==> config.mk <==
export PLATFORM = sky130hd
export DESIGN_NAME = uart_tx_sched_flat
export DESIGN_NICKNAME = d
export VERILOG_FILES = /design/src/rtl/uart_pkg.sv /design/src/rtl/uart_tx_sched_if.sv /design/src/rtl/uart_fifo.sv /design/src/rtl/uart_tx_sched.sv /design/src/flat_wrapper.sv
export SDC_FILE = /design/constraint.sdc
export NUM_CORES = 1
export LEC_CHECK = 0
export CAP_MARGIN = 40
export CORE_MARGIN = 3
export CORE_UTILIZATION = 50
export DETAILED_ROUTE_END_ITERATION = 8
export HOLD_SLACK_MARGIN = 0.03
export PLACE_DENSITY_LB_ADDON = 0.25
export SLEW_MARGIN = 30
export SYNTH_ARGS = -nofsm -noshare
export SYNTH_HDL_FRONTEND = slang
export SYNTH_SLANG_ARGS = --single-unit
==> constraint.sdc <==
create_clock -name clk -period 4.9 [get_ports clk]
set_input_delay 0.49 -clock clk [delete_from_list [all_inputs] [get_ports clk]]
set_output_delay 0.49 -clock clk [all_outputs]
set_load 0.005 [all_outputs]
==> src/rtl/uart_pkg.sv <==
// uart_pkg: shared definitions for the UART transmit scheduler.
//   state_t            - scheduler FSM states (WAIT_LINK, READY, PACE)
//   FRAME_BITS_DEFAULT - bit-times reserved per issued byte
//   PACE_W             - width of the pacing down-counter
//   rate_cycles()      - UART rate output -> clock cycles per bit
package uart_pkg;

  typedef enum logic [1:0] {
    WAIT_LINK = 2'd0,
    READY     = 2'd1,
    PACE      = 2'd2
  } state_t;

  localparam int FRAME_BITS_DEFAULT = 12;

  // 15 bit-times * 2048 cycles per bit = 30720 fits in 16 bits.
  localparam int PACE_W = 16;

  // The UART reports cntmax[10:3]; the low three bits are always ones,
  // so one bit lasts {rate,3'b111}+1 cycles (8..2048).
  function automatic logic [11:0] rate_cycles(input logic [7:0] rate);
    return {1'b0, rate, 3'b111} + 12'd1;
  endfunction

endpackage

==> src/rtl/uart_tx_sched_if.sv <==
// uart_tx_sched_if: requester and UART-facing signals of the scheduler.
//   req[NREQ]       - per-requester byte valid, held with data until gnt
//   data[NREQ*8]    - per-requester byte, requester i on [8i+7:8i]
//   gnt[NREQ]       - one-hot accept pulse
//   uart_rate[8]    - UART bit-rate report (cntmax[10:3])
//   uart_dix        - UART receive strobe
//   uart_od[8]      - byte handed to the UART
//   uart_dox        - one-cycle send strobe
// slave is the scheduler side, master the producer/UART side.
interface uart_tx_sched_if #(
  parameter int NREQ = 4
) ();

  logic [NREQ-1:0]   req;
  logic [NREQ*8-1:0] data;
  logic [NREQ-1:0]   gnt;
  logic [7:0]        uart_rate;
  logic              uart_dix;
  logic [7:0]        uart_od;
  logic              uart_dox;

  modport slave (
    input  req, data, uart_rate, uart_dix,
    output gnt, uart_od, uart_dox
  );

  modport master (
    output req, data, uart_rate, uart_dix,
    input  gnt, uart_od, uart_dox
  );

endinterface

==> src/rtl/uart_fifo.sv <==
// uart_fifo: single-clock byte FIFO with show-ahead output.
//   clk, nreset - clock, asynchronous active-low reset (empties the FIFO)
//   push, din   - write din when not full
//   pop         - drop the head entry when not empty
//   dout        - current head entry (valid when !empty)
//   level       - occupancy 0..DEPTH
//   full, empty - occupancy flags
module uart_fifo #(
  parameter int DEPTH = 8
) (
  input  logic                     clk,
  input  logic                     nreset,
  input  logic                     push,
  input  logic                     pop,
  input  logic [7:0]               din,
  output logic [7:0]               dout,
  output logic [$clog2(DEPTH):0]   level,
  output logic                     full,
  output logic                     empty
);

  localparam int AW = $clog2(DEPTH);

  logic [7:0]    mem [DEPTH];
  logic [AW-1:0] wr_ptr;
  logic [AW-1:0] rd_ptr;
  logic          do_push;
  logic          do_pop;

  assign do_push = push && !full;
  assign do_pop  = pop && !empty;

  assign full  = (level == (AW+1)'(DEPTH));
  assign empty = (level == '0);
  assign dout  = mem[rd_ptr];

  // Storage carries no reset; stale entries are unreachable once the
  // pointers and level are cleared.
  always_ff @(posedge clk) begin
    if (do_push) mem[wr_ptr] <= din;
  end

  // DEPTH is a power of two, so the pointers wrap by plain overflow.
  always_ff @(posedge clk or negedge nreset) begin
    if (!nreset) begin
      wr_ptr <= '0;
      rd_ptr <= '0;
      level  <= '0;
    end else begin
      if (do_push) wr_ptr <= wr_ptr + AW'(1);
      if (do_pop)  rd_ptr <= rd_ptr + AW'(1);
      case ({do_push, do_pop})
        2'b10:   level <= level + (AW+1)'(1);
        2'b01:   level <= level - (AW+1)'(1);
        default: level <= level;
      endcase
    end
  end

endmodule

==> src/rtl/uart_tx_sched.sv <==
// uart_tx_sched: shares one UART transmitter between NREQ byte producers.
//   clk, nreset - clock, asynchronous active-low reset
//   bus         - uart_tx_sched_if.slave: req/data/gnt from the producers,
//                 uart_rate/uart_dix from the UART, uart_od/uart_dox to it
//   link_up     - set once the UART has received its first byte (auto-baud)
//   fifo_level  - TX FIFO occupancy
//   busy        - FIFO non-empty or a frame is still being paced out
// Round-robin arbitration pushes accepted bytes into a FIFO; the FSM issues
// them one at a time and waits FRAME_BITS bit-times between issues.
module uart_tx_sched
  import uart_pkg::*;
#(
  parameter int NREQ       = 4,
  parameter int FIFO_DEPTH = 8,
  parameter int FRAME_BITS = FRAME_BITS_DEFAULT
) (
  input  logic                          clk,
  input  logic                          nreset,
  uart_tx_sched_if.slave                bus,
  output logic                          link_up,
  output logic [$clog2(FIFO_DEPTH):0]   fifo_level,
  output logic                          busy
);

  localparam int PTR_W = $clog2(NREQ);

  state_t            state;
  logic [PTR_W-1:0]  rr_ptr;
  logic [NREQ-1:0]   gnt;
  logic [PTR_W-1:0]  gnt_idx;
  logic [PTR_W:0]    cand;
  logic              found;
  logic              push;
  logic              pop;
  logic              fifo_full;
  logic              fifo_empty;
  logic [7:0]        fifo_din;
  logic [7:0]        fifo_dout;
  logic [PACE_W-1:0] pace_cnt;
  logic [PACE_W-1:0] pace_load;

  // Walk the requesters starting at rr_ptr, wrapping modulo NREQ (which
  // need not be a power of two). Full is judged on the registered level,
  // so a pop in the same cycle never frees a slot for a grant.
  always_comb begin
    gnt     = '0;
    gnt_idx = '0;
    cand    = '0;
    found   = 1'b0;
    for (int i = 0; i < NREQ; i++) begin
      cand = {1'b0, rr_ptr} + (PTR_W+1)'(i);
      if (cand >= (PTR_W+1)'(NREQ)) cand = cand - (PTR_W+1)'(NREQ);
      if (!found && nreset && !fifo_full && bus.req[cand[PTR_W-1:0]]) begin
        found                 = 1'b1;
        gnt[cand[PTR_W-1:0]]  = 1'b1;
        gnt_idx               = cand[PTR_W-1:0];
      end
    end
  end

  assign bus.gnt  = gnt;
  assign push     = found;
  assign fifo_din = bus.data[8*gnt_idx +: 8];
  assign pop      = (state == READY) && !fifo_empty;

  always_ff @(posedge clk or negedge nreset) begin
    if (!nreset) begin
      rr_ptr <= '0;
    end else if (push) begin
      rr_ptr <= (gnt_idx == PTR_W'(NREQ-1)) ? '0 : gnt_idx + PTR_W'(1);
    end
  end

  uart_fifo #(
    .DEPTH (FIFO_DEPTH)
  ) u_fifo (
    .clk    (clk),
    .nreset (nreset),
    .push   (push),
    .pop    (pop),
    .din    (fifo_din),
    .dout   (fifo_dout),
    .level  (fifo_level),
    .full   (fifo_full),
    .empty  (fifo_empty)
  );

  // Cycles reserved for one frame, using the rate seen in the issue cycle.
  assign pace_load = PACE_W'(FRAME_BITS) * PACE_W'(rate_cycles(bus.uart_rate));

  // WAIT_LINK leaves on the same strobe that sets link_up, so READY and
  // link_up become visible together and a queued byte issues the cycle
  // after. PACE returns to READY after pace_load cycles, making
  // back-to-back issues pace_load+1 cycles apart.
  always_ff @(posedge clk or negedge nreset) begin
    if (!nreset) begin
      state        <= WAIT_LINK;
      link_up      <= 1'b0;
      bus.uart_od  <= 8'h00;
      bus.uart_dox <= 1'b0;
      pace_cnt     <= '0;
    end else begin
      bus.uart_dox <= 1'b0;
      if (bus.uart_dix) link_up <= 1'b1;
      case (state)
        WAIT_LINK: begin
          if (link_up || bus.uart_dix) state <= READY;
        end
        READY: begin
          if (!fifo_empty) begin
            bus.uart_od  <= fifo_dout;
            bus.uart_dox <= 1'b1;
            pace_cnt     <= pace_load;
            state        <= PACE;
          end
        end
        PACE: begin
          if (pace_cnt <= PACE_W'(1)) begin
            pace_cnt <= '0;
            state    <= READY;
          end else begin
            pace_cnt <= pace_cnt - PACE_W'(1);
          end
        end
        default: state <= WAIT_LINK;
      endcase
    end
  end

  assign busy = (fifo_level != '0) || (state == PACE);

endmodule

==> src/flat_wrapper.sv <==
// flat-port wrapper written by rule: the top's interface ports become plain ports
module uart_tx_sched_flat import uart_pkg::*;
#(
  parameter int NREQ       = 4,
  parameter int FIFO_DEPTH = 8,
  parameter int FRAME_BITS = FRAME_BITS_DEFAULT
)
  (clk, nreset, link_up, fifo_level, busy, bus_req, bus_data, bus_uart_rate, bus_uart_dix, bus_gnt, bus_uart_od, bus_uart_dox);
  uart_tx_sched_if #(.NREQ(NREQ)) bus_i ();
  input  logic clk;
  input  logic nreset;
  output logic link_up;
  output logic [$clog2(FIFO_DEPTH):0] fifo_level;
  output logic busy;
  input wire logic [$bits(bus_i.req)-1:0] bus_req;
  input wire logic [$bits(bus_i.data)-1:0] bus_data;
  input wire logic [$bits(bus_i.uart_rate)-1:0] bus_uart_rate;
  input wire logic [$bits(bus_i.uart_dix)-1:0] bus_uart_dix;
  output wire logic [$bits(bus_i.gnt)-1:0] bus_gnt;
  output wire logic [$bits(bus_i.uart_od)-1:0] bus_uart_od;
  output wire logic [$bits(bus_i.uart_dox)-1:0] bus_uart_dox;
  assign bus_i.req = bus_req;
  assign bus_i.data = bus_data;
  assign bus_i.uart_rate = bus_uart_rate;
  assign bus_i.uart_dix = bus_uart_dix;
  assign bus_gnt = bus_i.gnt;
  assign bus_uart_od = bus_i.uart_od;
  assign bus_uart_dox = bus_i.uart_dox;
  uart_tx_sched #(.NREQ(NREQ), .FIFO_DEPTH(FIFO_DEPTH), .FRAME_BITS(FRAME_BITS)) u_core (.clk(clk), .nreset(nreset), .bus(bus_i), .link_up(link_up), .fifo_level(fifo_level), .busy(busy));
endmodule
==> results of run 1 <==
==> cells by family (layout without fill, tap and decap cells) <==
family	Yosys count	in the layout	share of synthesized area (%)
buffers and inverters	38	112	3.205
muxes	52	52	13.48
xor gates and xnor gates	21	21	3.318
adders and majority gates	22	22	4.966
and+or+nand+nor	122	122	11.76
AOI/OAI and AO/OA	91	91	10.54
DFF	104	104	52.73
==> power groups by stage <==
stage,sequential (mW),combinational [mW],clock [mW]
2_1_floorplan,1.47,1.34,0
3_3_place_gp,1.61,1.66,0
3_5_place_dp,1.63,1.71,0
4_1_cts,1.61,1.72,0.571
5_1_grt,1.66,1.92,0.614
6_report,1.61,1.73,0.562
==> final cells by class <==
class	count	share of cell area [%]
Clock buffer	9	1.875
Clock inverter	7	1.478
Inverter	18	1.023
Multi-Input combinational cell	308	37.43
Sequential cell	104	44.27
Tap cell	136	2.576
Timing Repair Buffer	78	11.35
==> metal layers <==
metal / track usage [%] / vias up / part of all wire [%] / routed length [um]
li1: - / 1842 / - / -
met3: 3.384 / 18 / 5.9 / 634
met4: 5.028 / 0 / 1.4 / 153
met5: 0 / - / 0 / 0
met2: 28.83 / 127 / 48 / 5104
met1: 25.38 / 1833 / 45 / 4826
==> path summary, 6_finish.rpt <==
check,startpoint,end,slack [ps],cells after the start
worst max-delay path,flop,bus_gnt[2],860,7
worst min-delay path,nreset,u_core.rr_ptr[1],440,2
worst max register to register,flop,u_core.u_fifo.mem[1][5],1180,7
worst min register to register,u_core.bus.uart_od[0],u_core.bus.uart_od[0],490,2
max in group asynchronous,nreset,u_core.u_fifo.rd_ptr[0],3750,3
min in group clk,u_core.bus.uart_od[0],u_core.bus.uart_od[0],490,2
==> worst max-delay path, delay by kind of cell, from the launching register on <==
family                     cells  cell delay (ps)
DFF                            1              660
AOI/OAI and AO/OA              2              500
buffers and inverters          2              690
muxes                          1              540
adders and majority gates      1              440
and+or+nand+nor                1              360
==> cells in the final DEF (no fill, tap or decap), types with 3 or more instances in the layout <==
cell,count
sky130_fd_sc_hd__clkdlybuf4s50_1,64
sky130_fd_sc_hd__edfxtp_1,64
sky130_fd_sc_hd__dfrtp_1,39
sky130_fd_sc_hd__mux2i_1,33
sky130_fd_sc_hd__nand2_1,32
sky130_fd_sc_hd__ha_1,22
sky130_fd_sc_hd__o21ai_0,21
sky130_fd_sc_hd__nor2_1,20
sky130_fd_sc_hd__mux4_2,18
sky130_fd_sc_hd__inv_1,17
sky130_fd_sc_hd__o21ai_1,17
sky130_fd_sc_hd__a21oi_1,15
sky130_fd_sc_hd__nor3_1,14
sky130_fd_sc_hd__xor2_1,11
sky130_fd_sc_hd__buf_4,11
sky130_fd_sc_hd__xnor2_1,10
sky130_fd_sc_hd__clkbuf_8,9
sky130_fd_sc_hd__nor2b_1,8
sky130_fd_sc_hd__nand2b_1,7
sky130_fd_sc_hd__nand3b_1,5
sky130_fd_sc_hd__a31oi_1,5
sky130_fd_sc_hd__nor4_1,5
sky130_fd_sc_hd__o22ai_1,5
sky130_fd_sc_hd__nand3_1,4
sky130_fd_sc_hd__nor4b_1,4
sky130_fd_sc_hd__or2_2,4
sky130_fd_sc_hd__a222oi_1,4
sky130_fd_sc_hd__a21o_1,3
sky130_fd_sc_hd__or4_1,3
sky130_fd_sc_hd__a22o_1,3
sky130_fd_sc_hd__inv_6,3
==> stage by stage <==
| stage | power (mW) | instance area [um^2] |
|---|---|---|
| 2_1_floorplan | 2.814 | 5543 |
| 3_3_place_gp | 3.271 | 6337 |
| 3_5_place_dp | 3.338 | 6346 |
| 4_1_cts | 3.903 | 6578 |
| 5_1_grt | 4.201 | 6605 |
| 6_report | 3.900 | 6605 |
==> sequential cells by signal (all words and copies together) (netlist names), named ones only <==
register,count
u_core.u_fifo.mem,64
u_core.pace_cnt,16
u_core.bus.uart_od,8
u_core.u_fifo.level,4
u_core.u_fifo.rd_ptr,3
u_core.u_fifo.wr_ptr,3
u_core.state,2
u_core.bus.uart_dox,1
u_core.link_up,1
u_core.rr_ptr,1
==> summary.md, run 1 <==
| Metric | Value |
|---|---|
| Synthesized instance count | `450` |
| Final count of pins violating max slew | `0` |
| Total Neg Setup Slack | `0 ps` |
| Final-stage net count | `588` |
| Number of clock buffers inserted by TritonCTS | `9` |
| Clock latency at the later pin of the worst-skew pair | `360 ps` |
| Actual slew at the worst max-slew pin | `871.3 ps` |
| Pint | `2.421 mW` |
| Cell area power density | `590.5 nW/um^2` |
| CTS hold repair buffers | `1` |
| Worst Hold Slack | `445.0 ps` |
| Number of violations reported at the end of detailed-routing iteration 0 | `201` |
| Hold WC Path Type | `input port to asynchronous set/reset pin` |
| WP data arrival | `3550 ps` |
| Die height | `111.3 um` |
| Starting utilization of the core area | `52.51%` |
| Horizontal die dimension | `111.3 um` |
| Global route overflow | `0` |
| Area of the die | `12390 um^2` |
| Net switching share of the total power | `37.92%` |
| Cells after DPL | `641` |
| TritonCTS clock tree | `built` |
| Number of antenna violations at the first check in global routing | `0` |
| Maximum buffer depth of the clock tree | `2` |
| First-pass GRT wire length | `18240 um` |
| Routed Wire Length | `10720 um` |
| Sequential share of power | `41.3%` |
| Most instantiated flip-flop cell in the synthesis netlist | `sky130_fd_sc_hd__edfxtp_1` |
| Cell type with the largest total area after synthesis | `sky130_fd_sc_hd__edfxtp_1` |
| Finished Layout Cells | `660` |
| Share of Yosys cell area claimed by the top area cell type | `34.67%` |
| Count of state elements after synthesis | `104` |
| Detailed-routing iteration count for the pre-antenna-repair pass | `6` |
| Switching power of the nets | `1.479 mW` |
| GRT Overall Usage | `18.03%` |
| Clk Tree Root Cell | `sky130_fd_sc_hd__clkbuf_8` |
| Crit-path max FO | `16` |
| Leakage component of the power | `2.504 nW` |
| Buffers added on ports | `65` |
| Via count of the first global-routing pass | `3747` |
| Syn nets | `519` |
| VDD IR max | `0.0003436 V` |
| Number of diodes added for antenna fixing | `0` |
| Critical-path cell list | `inv_1 -> ha_1 -> mux4_2 -> or3_4 -> a211o_1 -> o21ai_0 -> clkdlybuf4s50_1` |
| Least setup slack across all paths after layout | `862.7 ps` |
| Clock-pin slew reported for the worst setup and hold paths after clock tree synthesis | `100 ps` |
| DRC viols | `0` |
| Remaining max-slew budget at the tightest pin | `41.66%` |
| Post-synth ARST share | `38.46%` |
| Hold violation count in the final report | `0` |
| IO Count | `66` |
| CP startpoint kind | `flop` |
| RSZ-0062 raised after global routing | `no` |
| Outcome | `completed` |
| Max Clock Skew | `8.236 ps` |
| Area of the core | `10560 um^2` |
| Number of flops mapped to enable cells by yosys | `64` |
| Reported max-cap violation count | `0` |
| End-of-flow core utilization | `62.58%` |
| Sequential standard cell area | `2924 um^2` |
| Post-cts sizing count | `0` |
| Combined area of the multi-input logic cells | `2472 um^2` |
| Post-synthesis to final-layout area growth | `19.16%` |
| Share of final-layout standard cells stronger than drive strength 1 | `12.21%` |
| Final period utilization | `82.39%` |
| Number of H-tree levels | `3` |
| Pin count of the biggest net entering global routing | `40` |
| Via Count | `3820` |
| Top-count cell post-synth | `sky130_fd_sc_hd__edfxtp_1` |
| Top cell types by occurrence after synthesis | `sky130_fd_sc_hd__edfxtp_1, sky130_fd_sc_hd__dfrtp_1, sky130_fd_sc_hd__mux2i_1` |
| Top area cells in the synthesized netlist | `sky130_fd_sc_hd__edfxtp_1, sky130_fd_sc_hd__dfrtp_1, sky130_fd_sc_hd__mux4_2, sky130_fd_sc_hd__mux2i_1, sky130_fd_sc_hd__ha_1` |
| Fraction of power consumed by combinational cells | `44.3%` |
| Mean post-synth cell area | `12.32 um^2` |
| Area of the mapped netlist | `5543 um^2` |
| Worst setup path class | `flop to primary output` |
| Max Clk Rate | `247.7 MHz` |
| CP Data Required Time | `4410 ps` |
| Time the final worst path needs with I/O delays and setup | `4037 ps` |
| Post-synthesis sequential area ratio | `52.73%` |
| Via-to-Cell Ratio | `5.788` |
| Count of warnings emitted by yosys | `0` |
| Setup-violating endpoint count in the final report | `0` |
| Routed length per placed instance | `16.24 um` |
| Final ANT Viol Nets | `0` |
| # clock sinks | `104` |
| Final weighted congestion in routability-driven placement | `0.8840` |
| Number of distinct library cells after synthesis | `58` |
| Clock share of power | `14.4%` |
| Fillcell total | `858` |
| Post-CTS setup-driven buffer insertion count | `0` |
| Minimum setup slack after placement | `1059 ps` |
| Detailed Place HPWL | `7536 um` |
| Master of the slowest instance on the critical path | `sky130_fd_sc_hd__dfrtp_1` |
| Number of rows in the core area | `37` |
| Critical Path End Type | `primary output` |
| Delay of the slowest cell on the worst path | `660 ps` |
Power figures use the tool's default switching activity.
==> inputs of run 2 (changes only) <==
==> constraint.sdc (replaced) <==
create_clock -name clk -period 3.35 [get_ports clk]
set_input_delay 0.335 -clock clk [delete_from_list [all_inputs] [get_ports clk]]
set_output_delay 0.335 -clock clk [all_outputs]
set_load 0.005 [all_outputs]
==> run 2 against run 1 <==
Worst setup slack got worse by 680 ps. Final area rose by 1.2%. Highest routed layer unchanged. Utilization rose by 0.73 points.
==> summary.md, run 2 (synthesis results as in run 1) <==
| Metric | Value |
|---|---|
| Number of clock buffers inserted by TritonCTS | `9` |
| Share of final-layout standard cells stronger than drive strength 1 | `15.11%` |
| Remaining max-slew budget at the tightest pin | `48.15%` |
| Number of rows in the core area | `37` |
| Critical Path End Type | `flop` |
| Horizontal die dimension | `111.3 um` |
| TritonCTS clock tree | `built` |
| Delay of the slowest cell on the worst path | `500 ps` |
| CP top delay family | `multiplexers` |
| Crit-path max FO | `9` |
| Post-synthesis to final-layout area growth | `20.56%` |
| GRT Overall Usage | `18.89%` |
| Number of diodes added for antenna fixing | `0` |
| IO Count | `66` |
| VDD IR max | `0.0004574 V` |
| Maximum buffer depth of the clock tree | `2` |
| Leakage component of the power | `2.585 nW` |
| Master of the slowest instance on the critical path | `sky130_fd_sc_hd__mux4_2` |
| Area of the core | `10560 um^2` |
| CP startpoint kind | `flop` |
| Cell area power density | `856.2 nW/um^2` |
| Routed Wire Length | `10960 um` |
| Minimum setup slack after placement | `51.25 ps` |
| Max Clock Skew | `9.061 ps` |
| Hold violation count in the final report | `0` |
| # clock sinks | `104` |
| Via Count | `3819` |
| Instance area at placement | `6427 um^2` |
| Outcome | `completed` |
| CP Data Required Time | `3470 ps` |
| Largest registers | `u_core.u_fifo.mem x64, u_core.pace_cnt x16, u_core.bus.uart_od x8` |
| Via count of the first global-routing pass | `3902` |
| Final count of pins violating max slew | `0` |
| Buf+Inv Stages, Crit Path | `2` |
| Commonest cells after routing, fill and taps aside | `sky130_fd_sc_hd__edfxtp_1, sky130_fd_sc_hd__clkdlybuf4s50_1, sky130_fd_sc_hd__dfrtp_1` |
| Final-stage net count | `600` |
| Number of antenna violations at the first check in global routing | `0` |
| Finished Layout Cells | `672` |
| Clock-pin slew reported for the worst setup and hold paths after clock tree synthesis | `100 ps` |
| Routed length per placed instance | `16.31 um` |
| Least setup slack across all paths after layout | `186.8 ps` |
| Clock latency at the later pin of the worst-skew pair | `360 ps` |
| End-of-flow core utilization | `63.31%` |
| Final design area excluding fillers | `6683 um^2` |
| Clk Tree Root Cell | `sky130_fd_sc_hd__clkbuf_8` |
| Number of violations reported at the end of detailed-routing iteration 0 | `177` |
| Cells after DPL | `654` |
| Detailed-routing iteration count for the pre-antenna-repair pass | `6` |
| Via-to-Cell Ratio | `5.683` |
| DRC viols | `0` |
| Final period utilization | `94.42%` |
| Detailed Place HPWL | `7869 um` |
| First-pass GRT wire length | `18950 um` |
| Time the final worst path needs with I/O delays and setup | `3163 ps` |
| Max Clk Rate | `316.1 MHz` |
| Area of the die | `12390 um^2` |
| Final ANT Viol Nets | `0` |
| Hold WC Path Type | `input port to asynchronous set/reset pin` |
| Fillcell total | `845` |
| Reported max-cap violation count | `0` |
| Final weighted congestion in routability-driven placement | `0.8218` |
| Number of H-tree levels | `3` |
| Most frequent standard cell in the layout excluding fill and tap cells | `sky130_fd_sc_hd__edfxtp_1` |
| WP data arrival | `3280 ps` |
| Worst setup path class | `flop to flop` |
| Die height | `111.3 um` |
| Pin count of the biggest net entering global routing | `36` |
| Largest register FFs | `64` |
| Largest register by flop count | `u_core.u_fifo.mem` |
| Starting utilization of the core area | `52.51%` |
| Global route overflow | `0` |
| Actual slew at the worst max-slew pin | `777.8 ps` |
| Buffers added on ports | `65` |
| Critical-path cell list | `inv_1 -> ha_4 -> mux4_2 -> or3_4 -> a211o_1 -> buf_4 -> a21o_1 -> mux2i_2` |
| Total Neg Setup Slack | `0 ps` |
| Setup-violating endpoint count in the final report | `0` |
==> run 2: cell count changes in the layout (fill, tap and decap cells not counted), sizes merged <==
cell | before | now
buf | 13 | 25
bufinv | 1 | 0
clkdlybuf4s50 | 64 | 60
clkinv | 4 | 3
clkinvlp | 0 | 1
dlymetal6s2s | 0 | 4
inv | 20 | 21
==> run 2: final timing paths <==
check | from | endpoint | slack, ps | cells past startpoint
setup / recovery | flop | u_core.u_fifo.mem[6][2] | 190 | 8
hold / removal | nreset | asynchronous set/reset pin | 350 | 2
setup reg to reg | flop | u_core.u_fifo.mem[6][2] | 190 | 8
hold reg to reg | u_core.bus.uart_od[7] | u_core.bus.uart_od[7] | 490 | 2
max in group asynchronous | nreset | u_core.state[0] | 2290 | 3
min in group clk | u_core.bus.uart_od[7] | u_core.bus.uart_od[7] | 490 | 2
==> run 2: area by class of cell <==
cell class | instances | area, um^2 | area share (%)
timing repair buffer | 90 | 845.8 | 12.66
clock buffer | 9 | 123.9 | 1.854
tap | 136 | 170.2 | 2.546
sequential | 104 | 2923 | 43.74
inverter | 18 | 67.56 | 1.011
clock inverter | 7 | 61.31 | 0.9174
multi-input combinational | 308 | 2491 | 37.28
==> run 2: what timing repair did <==
| action | in CTS | in global routing |
|---|---|---|
| cloned | 0 | 0 |
| pin swaps | 1 | 0 |
| resized for setup | 4 | 13 |
| setup buffers | 1 | 0 |
| endpoints found under the hold margin | 5 | 0 |
| hold buffers | 1 | 0 |
| endpoints found under the setup margin | 4 | 60 |
==> run 2: worst register-to-register path: stages (launching register included) <==
cell and delay, ps:
sky130_fd_sc_hd__dfrtp_1 360, sky130_fd_sc_hd__inv_1 90, sky130_fd_sc_hd__ha_4 280, sky130_fd_sc_hd__mux4_2 500, sky130_fd_sc_hd__or3_4 360, sky130_fd_sc_hd__a211o_1 300
sky130_fd_sc_hd__buf_4 160, sky130_fd_sc_hd__a21o_1 370, sky130_fd_sc_hd__mux2i_2 490
==> run 2: routing by layer <==
metal / track usage (%) / share of wire, % / wire [um] / up-vias
li1: - / - / - / 1865
met1: 26.34 / 46 / 5071 / 1841
met2: 30.44 / 47 / 5183 / 103
met3: 3.384 / 5.2 / 567 / 10
met4: 5.596 / 1.3 / 139 / 0
met5: 0 / 0 / 0 / -
==> run 2: report_power, final <==
| part | leakage (nW) | internal (mW) | switching [mW] |
|---|---|---|---|
| clock network | 0.0940 | 0.286 | 0.438 |
| registers | 1.07 | 1.93 | 0.321 |
| logic | 1.42 | 1.34 | 1.41 |
| total | 2.59 | 3.55 | 2.17 |
==> run 2: stage by stage <==
step	hold slack, ps	power (mW)
after global routing	349.7	6.201
after floorplan	39.41	4.116
after CTS	337.7	5.707
final	347.6	5.722
after detailed placement	189.7	4.944
after global placement	182.8	4.835
